$ cat config.mk
export PLATFORM = sky130hd
export DESIGN_NAME = mem_arbiter_flat
export DESIGN_NICKNAME = d
export VERILOG_FILES = /design/src/rtl/mem_arbiter_pkg.sv /design/src/rtl/mem_arbiter_if.sv /design/src/rtl/mem_arbiter_rr_arb2.sv /design/src/rtl/mem_arbiter.sv /design/src/flat_wrapper.sv
export SDC_FILE = /design/constraint.sdc
export NUM_CORES = 1
export LEC_CHECK = 0
export ABC_AREA = 1
export BUFFER_PORTS_ARGS = -buffer_cell sky130_fd_sc_hd__buf_2
export CAP_MARGIN = 10
export CORE_ASPECT_RATIO = 2
export CORE_MARGIN = 1.5
export CORE_UTILIZATION = 51
export CTS_CLUSTER_SIZE = 30
export DETAILED_ROUTE_END_ITERATION = 10
export PLACE_DENSITY = 0.8
export RECOVER_POWER = 50
export SETUP_SLACK_MARGIN = 0.05
export SYNTH_ARGS = -nofsm -noshare
export SYNTH_HDL_FRONTEND = slang
export SYNTH_SLANG_ARGS = --single-unit
$ cat constraint.sdc
create_clock -name clk -period 2.6 [get_ports clk]
set_input_delay 0.26 -clock clk [delete_from_list [all_inputs] [get_ports clk]]
set_output_delay 0.26 -clock clk [all_outputs]
set_load 0.02 [all_outputs]
$ cat src/rtl/mem_arbiter_pkg.sv
// mem_arbiter_pkg: shared types and constants for the two-port memory arbiter.
//   state_t          - sequencer states (IDLE, LO, HI, RESP)
//   REQ_FETCH/REQ_LSU - requester index constants
//   DEF_ADDR_W/DEF_DATA_W - default byte-address and byte widths
package mem_arbiter_pkg;
    localparam int DEF_ADDR_W = 6;
    localparam int DEF_DATA_W = 8;

    localparam int REQ_FETCH = 0;
    localparam int REQ_LSU   = 1;

    typedef enum logic [1:0] {IDLE, LO, HI, RESP} state_t;
endpackage

$ cat src/rtl/mem_arbiter_if.sv
// mem_arbiter_if: requester handshake plus memory port bundle.
//   req_valid/req_we/req_addr/req_wdata - per-requester request (index 0 fetch, 1 LSU)
//   req_ready                            - combinational grant
//   rsp_done/rsp_rdata                   - completion pulse and held read word
//   mem_we/mem_addr/mem_data/mem_out     - byte-wide memory port
// Modports: slave = arbiter side, master = requesters + memory side.
interface mem_arbiter_if
    import mem_arbiter_pkg::*;
#(
    parameter int ADDR_W = DEF_ADDR_W,
    parameter int DATA_W = DEF_DATA_W
);
    logic [1:0]                   req_valid;
    logic [1:0]                   req_we;
    logic [1:0][ADDR_W-1:0]       req_addr;
    logic [1:0][2*DATA_W-1:0]     req_wdata;
    logic [1:0]                   req_ready;
    logic [1:0]                   rsp_done;
    logic [1:0][2*DATA_W-1:0]     rsp_rdata;
    logic                         mem_we;
    logic [ADDR_W-1:0]            mem_addr;
    logic [DATA_W-1:0]            mem_data;
    logic [DATA_W-1:0]            mem_out;

    modport slave (
        input  req_valid, req_we, req_addr, req_wdata, mem_out,
        output req_ready, rsp_done, rsp_rdata, mem_we, mem_addr, mem_data
    );

    modport master (
        output req_valid, req_we, req_addr, req_wdata, mem_out,
        input  req_ready, rsp_done, rsp_rdata, mem_we, mem_addr, mem_data
    );
endinterface

$ cat src/rtl/mem_arbiter_rr_arb2.sv
// rr_arb2: two-way grant picker.
//   en  - arbiter may grant this cycle
//   req - request vector
//   gnt - one-hot grant (zero when en is low or no request)
// Default: round-robin with a one-bit preferred-requester pointer that moves
// to the loser after every grant. With MEM_ARBITER_FIXED_PRIO_EN defined,
// requester 0 always wins and the pointer (and its clock/reset) disappears.
module rr_arb2 (
`ifndef MEM_ARBITER_FIXED_PRIO_EN
    input  logic       clk,
    input  logic       rst,
`endif
    input  logic       en,
    input  logic [1:0] req,
    output logic [1:0] gnt
);
`ifdef MEM_ARBITER_FIXED_PRIO_EN
    always_comb begin
        gnt = 2'b00;
        if (en) begin
            if (req[0])      gnt = 2'b01;
            else if (req[1]) gnt = 2'b10;
        end
    end
`else
    logic ptr_q, ptr_d;

    always_comb begin
        gnt   = 2'b00;
        ptr_d = ptr_q;
        if (en) begin
            if (req == 2'b11) gnt = ptr_q ? 2'b10 : 2'b01;
            else              gnt = req;
            // Point at whichever requester did not get this grant.
            if (|req) ptr_d = gnt[0];
        end
    end

    always_ff @(posedge clk or posedge rst) begin
        if (rst) ptr_q <= 1'b0;
        else     ptr_q <= ptr_d;
    end
`endif
endmodule

$ cat src/rtl/mem_arbiter.sv
// mem_arbiter: shares a byte-wide memory between fetch (0) and LSU (1).
// Each 16-bit little-endian word access takes IDLE(accept) -> LO -> HI -> RESP.
//   clk  - rising-edge clock shared with the memory
//   rst  - asynchronous active-high reset
//   bus  - mem_arbiter_if.slave: request/response handshake and memory port
// Optional: MEM_ARBITER_FIXED_PRIO_EN selects fixed priority (requester 0 wins).
module mem_arbiter
    import mem_arbiter_pkg::*;
#(
    parameter int ADDR_W = DEF_ADDR_W,
    parameter int DATA_W = DEF_DATA_W
) (
    input logic          clk,
    input logic          rst,
    mem_arbiter_if.slave bus
);
    state_t                    state_q, state_d;
    logic                      we_q, we_d;
    logic [ADDR_W-1:0]         addr_q, addr_d;
    logic [2*DATA_W-1:0]       wdata_q, wdata_d;
    logic                      win_q, win_d;
    logic [DATA_W-1:0]         rlo_q, rlo_d;
    logic [1:0][2*DATA_W-1:0]  rdata_q, rdata_d;

    logic [1:0]                gnt;
    logic                      arb_en;
    logic                      mem_we;
    logic [ADDR_W-1:0]         mem_addr;
    logic [DATA_W-1:0]         mem_data;
    logic [1:0]                rsp_done;

    // Grants only in IDLE; rst gating keeps req_ready low while reset is held.
    assign arb_en = (state_q == IDLE) && !rst;

    rr_arb2 u_arb (
`ifndef MEM_ARBITER_FIXED_PRIO_EN
        .clk (clk),
        .rst (rst),
`endif
        .en  (arb_en),
        .req (bus.req_valid),
        .gnt (gnt)
    );

    always_comb begin
        state_d  = state_q;
        we_d     = we_q;
        addr_d   = addr_q;
        wdata_d  = wdata_q;
        win_d    = win_q;
        rlo_d    = rlo_q;
        rdata_d  = rdata_q;
        mem_we   = 1'b0;
        mem_addr = '0;
        mem_data = '0;
        rsp_done = 2'b00;
        case (state_q)
            IDLE: begin
                if (|gnt) begin
                    win_d   = gnt[REQ_LSU];
                    we_d    = bus.req_we[win_d];
                    addr_d  = bus.req_addr[win_d];
                    wdata_d = bus.req_wdata[win_d];
                    state_d = LO;
                end
            end
            LO: begin
                mem_addr = addr_q;
                if (we_q) begin
                    mem_we   = 1'b1;
                    mem_data = wdata_q[DATA_W-1:0];
                end else begin
                    rlo_d = bus.mem_out;
                end
                state_d = HI;
            end
            HI: begin
                // High byte address wraps naturally at ADDR_W bits.
                mem_addr = addr_q + ADDR_W'(1);
                if (we_q) begin
                    mem_we   = 1'b1;
                    mem_data = wdata_q[2*DATA_W-1:DATA_W];
                end else begin
                    // Publish the full word so it is valid during RESP.
                    rdata_d[win_q] = {bus.mem_out, rlo_q};
                end
                state_d = RESP;
            end
            RESP: begin
                rsp_done[win_q] = 1'b1;
                state_d         = IDLE;
            end
            default: state_d = IDLE;
        endcase
    end

    always_ff @(posedge clk or posedge rst) begin
        if (rst) begin
            state_q <= IDLE;
            we_q    <= 1'b0;
            addr_q  <= '0;
            wdata_q <= '0;
            win_q   <= 1'b0;
            rlo_q   <= '0;
            rdata_q <= '0;
        end else begin
            state_q <= state_d;
            we_q    <= we_d;
            addr_q  <= addr_d;
            wdata_q <= wdata_d;
            win_q   <= win_d;
            rlo_q   <= rlo_d;
            rdata_q <= rdata_d;
        end
    end

    assign bus.req_ready = gnt;
    assign bus.rsp_done  = rsp_done;
    assign bus.rsp_rdata = rdata_q;
    assign bus.mem_we    = mem_we;
    assign bus.mem_addr  = mem_addr;
    assign bus.mem_data  = mem_data;
endmodule
$ cat src/flat_wrapper.sv
// flat-port wrapper written by rule: the top's interface ports become plain ports
module mem_arbiter_flat import mem_arbiter_pkg::*;
#(
    parameter int ADDR_W = DEF_ADDR_W,
    parameter int DATA_W = DEF_DATA_W
)
  (clk, rst, bus_req_valid, bus_req_we, bus_req_addr, bus_req_wdata, bus_mem_out, bus_req_ready, bus_rsp_done, bus_rsp_rdata, bus_mem_we, bus_mem_addr, bus_mem_data);
  mem_arbiter_if #(.ADDR_W(ADDR_W), .DATA_W(DATA_W)) bus_i ();
  input logic clk;
  input logic rst;
  input wire logic [$bits(bus_i.req_valid)-1:0] bus_req_valid;
  input wire logic [$bits(bus_i.req_we)-1:0] bus_req_we;
  input wire logic [$bits(bus_i.req_addr)-1:0] bus_req_addr;
  input wire logic [$bits(bus_i.req_wdata)-1:0] bus_req_wdata;
  input wire logic [$bits(bus_i.mem_out)-1:0] bus_mem_out;
  output wire logic [$bits(bus_i.req_ready)-1:0] bus_req_ready;
  output wire logic [$bits(bus_i.rsp_done)-1:0] bus_rsp_done;
  output wire logic [$bits(bus_i.rsp_rdata)-1:0] bus_rsp_rdata;
  output wire logic [$bits(bus_i.mem_we)-1:0] bus_mem_we;
  output wire logic [$bits(bus_i.mem_addr)-1:0] bus_mem_addr;
  output wire logic [$bits(bus_i.mem_data)-1:0] bus_mem_data;
  assign bus_i.req_valid = bus_req_valid;
  assign bus_i.req_we = bus_req_we;
  assign bus_i.req_addr = bus_req_addr;
  assign bus_i.req_wdata = bus_req_wdata;
  assign bus_i.mem_out = bus_mem_out;
  assign bus_req_ready = bus_i.req_ready;
  assign bus_rsp_done = bus_i.rsp_done;
  assign bus_rsp_rdata = bus_i.rsp_rdata;
  assign bus_mem_we = bus_i.mem_we;
  assign bus_mem_addr = bus_i.mem_addr;
  assign bus_mem_data = bus_i.mem_data;
  mem_arbiter #(.ADDR_W(ADDR_W), .DATA_W(DATA_W)) u_core (.clk(clk), .rst(rst), .bus(bus_i));
endmodule
==> flow_metrics.py, run 1 <==
metrics = {
    "timing": {
        "fin_ws_ps": 294.0,
        "fin_setup_tns_ps": 0,
        "fin_crit_sh_pct": 88.69,
        "worst_slew_pin_slew_ps": 1235,
        "layout_min_cycle_time_ps": 2306,
        "drv_slew": 0,
        "hold_viol_final": 0,
        "maxSlewHeadroom_pct": 17.55,
        "fmax_ghz": 0.4336,
        "finalClockSkew_ps": 5.103,
        "setup_viol": 0,
        "grt_setup_unrepaired": "no",
    },
    "critical_path": {
        "path_class": "register to output port",
        "crit_family": "simple AND/OR/NAND/NOR gates",
        "end_kind": "output port",
        "required_ps": 2340,
        "path_max_fanout": 26,
        "cp-start-kind": "register",
        "cp_slowest_stage_delay_ps": 410,
        "path_common_cell": "inv_1",
        "crit_chain": "inv_1 -> ha_1 -> inv_2 -> nor2_8 -> nand3_4 -> inv_1 -> buf_2",
        "crit_buf_inv": 4,
        "cp_slowest_cell": "dfrtp_1",
        "crit_arrival_ps": 2050,
    },
    "flow_run": {
        "cap_violations": 0,
    },
    "place": {
        "place.gp.congestion": 0.7567,
        "placed_cell_area_um2": 4095,
        "dpl_worst_slack_ps": 624.6,
        "hpwl_um": 5909,
        "io_buffers": 108,
    },
    "routing": {
        "firstDrtPassIters": 7,
        "final_antenna_net_count": 0,
        "drtIter0Drc": 161,
        "detail_route.vias_per_cell": 4.868,
        "wire_per_inst_um": 12.16,
        "vias": 3096,
        "wl_um": 7734,
        "drc": 0,
    },
    "clocking": {
        "clock_sinks": 67,
        "cts_max_level": 3,
        "cts_made_buffers": 9,
        "clock_path_buffers": 2,
        "post_cts_buffers": 0,
        "cts_root_buf": "clkbuf_16",
        "cts_tree": "done",
        "path_clk_slew_ps": 50,
        "ctsHoldBuffers": 0,
        "cts_resized": 0,
        "clock_latency_ps": 330,
    },
    "floorplanning": {
        "start_util_pct": 53.07,
        "rows": 42,
        "io_pins": 109,
        "die_h_um": 120.9,
        "core-area_um2": 6674,
        "die_x_um": 61.93,
        "die_area_um2": 7485,
    },
    "power_and_ir_drop": {
        "p_leak_nw": 2.426,
        "power_density_nw_per_um2": 1166,
        "peakVddDrop_v": 0.0004973,
    },
    "logic_synthesis": {
        "postSynthAreaPerCell_um2": 7.907,
        "ys_warn_count": 0,
        "ys_ff_latch": 67,
        "yosysSeqAreaShare_pct": 47.33,
        "synth_top_area_share_pct": 47.33,
        "syn_nets": 512,
        "syn_inst": 448,
        "synthTopCellsByArea": "dfrtp_1 47%, nand2_1 15%, inv_1 8.8%, nand3_2 5.7%, o21ai_0 5.4%",
        "synth_top_area_cell": "dfrtp_1",
        "syn-cell-area_um2": 3542,
        "yosysUniqueCellTypes": 25,
    },
    "global_route": {
        "grt_pass1_vias": 2976,
        "grt_overflow": 0,
        "grt_max_degree": 35,
        "gr-usage-all-layers_pct": 22.28,
        "grt_pass1_wl_um": 12430,
        "antenna_found_initial": 0,
    },
    "layout": {
        "antenna_cells": 0,
        "fin_area_um2": 4292,
        "nets": 612,
        "syn_to_final_growth_pct": 21.16,
        "drive_gt1_share_pct": 22.45,
    },
    "worst_hold_path": {
        "hp-class": "input port to register",
    },
    "status": {
        "status": "finished clean",
    },
}
## worst paths after layout
kind,startpoint,endpoint,cells past startpoint,slack (ps)
hold / removal,bus_mem_out[1],u_core.bus.rsp_rdata[25]$_DFFE_PP0P_,3,210
setup reg to reg,u_core.state_q[1]$_DFFE_PP0P_,u_core.u_arb.ptr_q$_DFFE_PP0P_,7,600
hold reg to reg,u_core.bus.rsp_rdata[1]$_DFFE_PP0P_,u_core.bus.rsp_rdata[1]$_DFFE_PP0P_,2,480
min in group asynchronous,rst,u_core.we_q$_DFFE_PP0P_,2,360
setup / recovery,u_core.state_q[1]$_DFFE_PP0P_,bus_req_ready[1],7,290
max in group asynchronous,rst,u_core.bus.rsp_rdata[20]$_DFFE_PP0P_,3,840
## flip-flops by register name (all words and copies together), names as in the netlist
register and flops:
u_core.addr_q 6, u_core.bus.rsp_rdata 32, u_core.rlo_q 8, u_core.state_q 2, u_core.u_arb.ptr_q 1, u_core.wdata_q 16
u_core.we_q 1, u_core.win_q 1
## where the power goes
part,switching [W],internal [W]
clock network,0.000377,0.000639
logic,0.00148,0.000674
registers,0.000289,0.00154
total,0.00215,0.00285
## placed cells by master, fill, tap and decap left out
| cell type | n |
|---|---|
| nand4_1 | 23 |
| inv_1 | 83 |
| ha_1 | 6 |
| nand2_1 | 142 |
| inv_2 | 1 |
| buf_2 | 82 |
| buf_4 | 3 |
| o21ai_0 | 38 |
| a21oi_1 | 12 |
| nor3_1 | 1 |
| nor2_1 | 7 |
| o211ai_1 | 1 |
| nand3_2 | 20 |
| clkbuf_16 | 9 |
| clkbuf_1 | 26 |
| nand3_1 | 8 |
| nand2_2 | 1 |
| clkinv_2 | 1 |
| clkbuf_2 | 1 |
| o21bai_1 | 1 |
| clkbuf_8 | 1 |
| nor2_8 | 1 |
| a22oi_1 | 1 |
| o21ai_1 | 9 |
| dfrtp_1 | 67 |
| inv_6 | 1 |
| nand3_4 | 1 |
| o21ai_4 | 1 |
## routing by layer
metal | vias to the layer above | global-route usage (%) | share of wire, %
met2 | 99 | 40.07 | 54
li1 | 1588 | - | -
met4 | 0 | 11.84 | 2.9
met1 | 1393 | 21.55 | 39
met5 | - | 0 | 0
met3 | 16 | 5.757 | 4.4
## metrics by stage
step	util (%)	power [W]	hold WS [ps]	cells
final	64.30	0.005005	211.0	636
after global placement	61.36	0.003950	459.0	625
after global routing	64.30	0.005425	229.7	636
after floorplan	-	0.003407	422.9	448
after CTS	65.02	0.005099	121.6	636
after detailed placement	61.36	0.004049	465.5	625
## layout make-up
type	instances	area, µm²
fillers	616	2382
multi-input cells	273	1401
well taps	88	110.1
repair buffers	112	535.5
clock buffers	10	239.0
clock inverters	1	5.005
flip-flops and latches	67	1677
inverters	85	324.1
## worst reg2reg max path, cell delays in order, from the launching register on
cell and delay [ps]:
dfrtp_1 410, inv_1 140, ha_1 230, inv_2 80, nor2_8 290, o21ai_4 290, inv_6 300, o21ai_0 130
## synth_stat cells (all sizes together)
library cell,instances
nand4,23
o211ai,1
a22oi,1
dfrtp,67
o21ai,48
nand3,29
nand2,143
nor2,8
o21bai,1
buf,17
ha,6
clkbuf,6
a21oi,12
inv,85
nor3,1
## cells by family after synthesis
family	share of synthesized area, %
AND/OR/NAND/NOR	28.01
AO/OA/AOI/OAI	9.432
flip-flops	47.33
buffers and inverters	13.11
adder cells (fa/ha/maj)	2.119
Power figures use the tool's default switching activity.
==> inputs of run 2 (changes only) <==
PLACE_DENSITY = unset   (was 0.8)
PLACE_DENSITY_LB_ADDON = 0.3   (was unset)
==> run 2 against run 1 <==
  * Flip-flop and latch count stayed put
  * Via count increased by 4.0%
  * Clock power up 13%
  * First-iteration DRC count grew 16%
  * Routed wire length up 2.3%
  * Largest power group unchanged
  * Highest routed layer unchanged
==> flow_metrics.py, run 2 (synthesized netlist as in run 1, its figures left out) <==
metrics = {
    "clocking": {
        "ctsHoldBuffers": 0,
        "cts_made_buffers": 9,
        "cts_root_buf": "clkbuf_16",
        "clock_latency_ps": 320,
        "clock_path_buffers": 2,
        "cts_resized": 0,
        "post_cts_buffers": 0,
        "cts_max_level": 3,
        "cts_tree": "done",
        "path_clk_slew_ps": 50,
        "clock_sinks": 67,
    },
    "layout": {
        "seq_area_um2": 1677,
        "drive_gt1_share_pct": 22.78,
        "mostFrequentLayoutCells": "142 x nand2_1, 83 x inv_1, 82 x buf_2",
        "largest_reg_flops": 32,
        "nets": 612,
        "final_common_cell": "nand2_1",
        "fillers": 615,
        "syn_to_final_growth_pct": 22.54,
        "multi_input_area_um2": 1401,
        "antenna_cells": 0,
    },
    "global_route": {
        "grt_pass1_wl_um": 12830,
        "grt_pass1_vias": 3147,
        "grt_max_degree": 46,
        "grt_overflow": 0,
        "gr-usage-all-layers_pct": 22.53,
        "antenna_found_initial": 0,
    },
    "power_and_ir_drop": {
        "pwr-share-clk_pct": 22.3,
        "power_w": 0.005149,
        "p_sw_w": 0.002189,
        "peakVddDrop_v": 0.0004811,
        "p_sw_share_pct": 42.50,
        "power_density_nw_per_um2": 1186,
        "p_leak_nw": 2.450,
        "p_int_w": 0.002961,
        "pwr-share-seq_pct": 35.4,
        "power_frac_comb_pct": 42.3,
    },
    "timing": {
        "fin_setup_tns_ps": 0,
        "hold_viol_final": 0,
        "maxSlewHeadroom_pct": 27.10,
        "fin_crit_sh_pct": 90.22,
        "layout_min_cycle_time_ps": 2346,
        "setup_viol": 0,
        "worst_slew_pin_slew_ps": 1093,
        "grt_setup_unrepaired": "no",
        "fmax_ghz": 0.4263,
        "finalClockSkew_ps": 4.280,
        "drv_slew": 0,
    },
    "place": {
        "io_buffers": 108,
        "place.gp.congestion": 0.8792,
        "hpwl_um": 5745,
    },
    "status": {
        "status": "finished clean",
    },
    "floorplanning": {
        "start_util_pct": 53.07,
        "rows": 42,
        "io_pins": 109,
        "die_h_um": 120.9,
        "core-area_um2": 6674,
        "die_x_um": 61.93,
        "die_area_um2": 7485,
    },
    "worst_hold_path": {
        "hp-class": "input port to async pin",
    },
    "flow_run": {
        "cap_violations": 0,
    },
    "critical_path": {
        "cp_slowest_stage_delay_ps": 390,
        "path_class": "register to output port",
        "path_common_cell": "inv_1",
        "crit_arrival_ps": 2090,
        "cp-start-kind": "register",
        "path_max_fanout": 26,
        "crit_family": "simple AND/OR/NAND/NOR gates",
        "required_ps": 2340,
        "end_kind": "output port",
        "crit_chain": "inv_1 -> ha_1 -> inv_2 -> nor2_8 -> nand3_4 -> inv_1 -> buf_2",
        "crit_buf_inv": 4,
        "cp_slowest_cell": "dfrtp_1",
    },
    "routing": {
        "vias": 3219,
        "drc": 0,
        "wire_per_inst_um": 12.35,
        "firstDrtPassIters": 4,
        "final_antenna_net_count": 0,
        "drtIter0Drc": 187,
        "detail_route.vias_per_cell": 5.022,
        "wl_um": 7914,
    },
}
## run 2: cell types whose count changed in the layout (fill, tap and decap cells not counted)
cell,change
clkbuf_8,+3
clkbuf_1,+2
## run 2: metrics by stage
step                cells  util (%)  area [µm²]  worst slack (ps)  hold WS [ps]
finish                641     65.04        4340             254.2         195.0
floorplan             448         -        3542             656.8         422.9
global route          641     65.04        4340             93.92         235.8
detailed placement    625     61.36        4095             601.2         369.4
global placement      625     61.36        4095             687.9         374.5
CTS                   641     65.75        4388             247.0         21.52
## run 2: worst paths after layout
path                                                      from                              endpoint  slack (ps)  depth (start not counted)
worst min register to register  u_core.wdata_q[10]$_DFFE_PP0P_        u_core.wdata_q[10]$_DFFE_PP0P_         480                          2
min in group clk                                bus_mem_out[0]  u_core.bus.rsp_rdata[24]$_DFFE_PP0P_         220                          3
worst min-delay path                                       rst         u_core.wdata_q[8]$_DFFE_PP0P_         200                          2
worst max register to register   u_core.state_q[1]$_DFFE_PP0P_               u_core.we_q$_DFFE_PP0P_         570                          8
max in group asynchronous                                  rst   u_core.bus.rsp_rdata[1]$_DFFE_PP0P_         830                          3
worst max-delay path             u_core.state_q[1]$_DFFE_PP0P_                      bus_req_ready[1]         250                          7
## run 2: metal layers
layer  global-route usage (%)  wire (µm)
met3                    5.650        341
met2                    40.66       4302
met4                    11.30        239
met5                        0          0
met1                    22.11       3031
## run 2: power groups by stage
stage          Sequential [W]  Clock, W  Combinational, W
2_1_floorplan         0.00207         0           0.00134
3_3_place_gp          0.00180         0           0.00215
3_5_place_dp          0.00183         0           0.00222
4_1_cts               0.00181   0.00117           0.00225
5_1_grt               0.00189   0.00123           0.00246
6_report              0.00182   0.00115           0.00218
## run 2: layout make-up
cell class | instances | area share [%]
timing repair buffer | 112 | 12.34
clock buffer | 15 | 6.630
multi-input combinational | 273 | 32.29
tap | 88 | 2.537
clock inverter | 1 | 0.1153
sequential | 67 | 38.63
inverter | 85 | 7.466
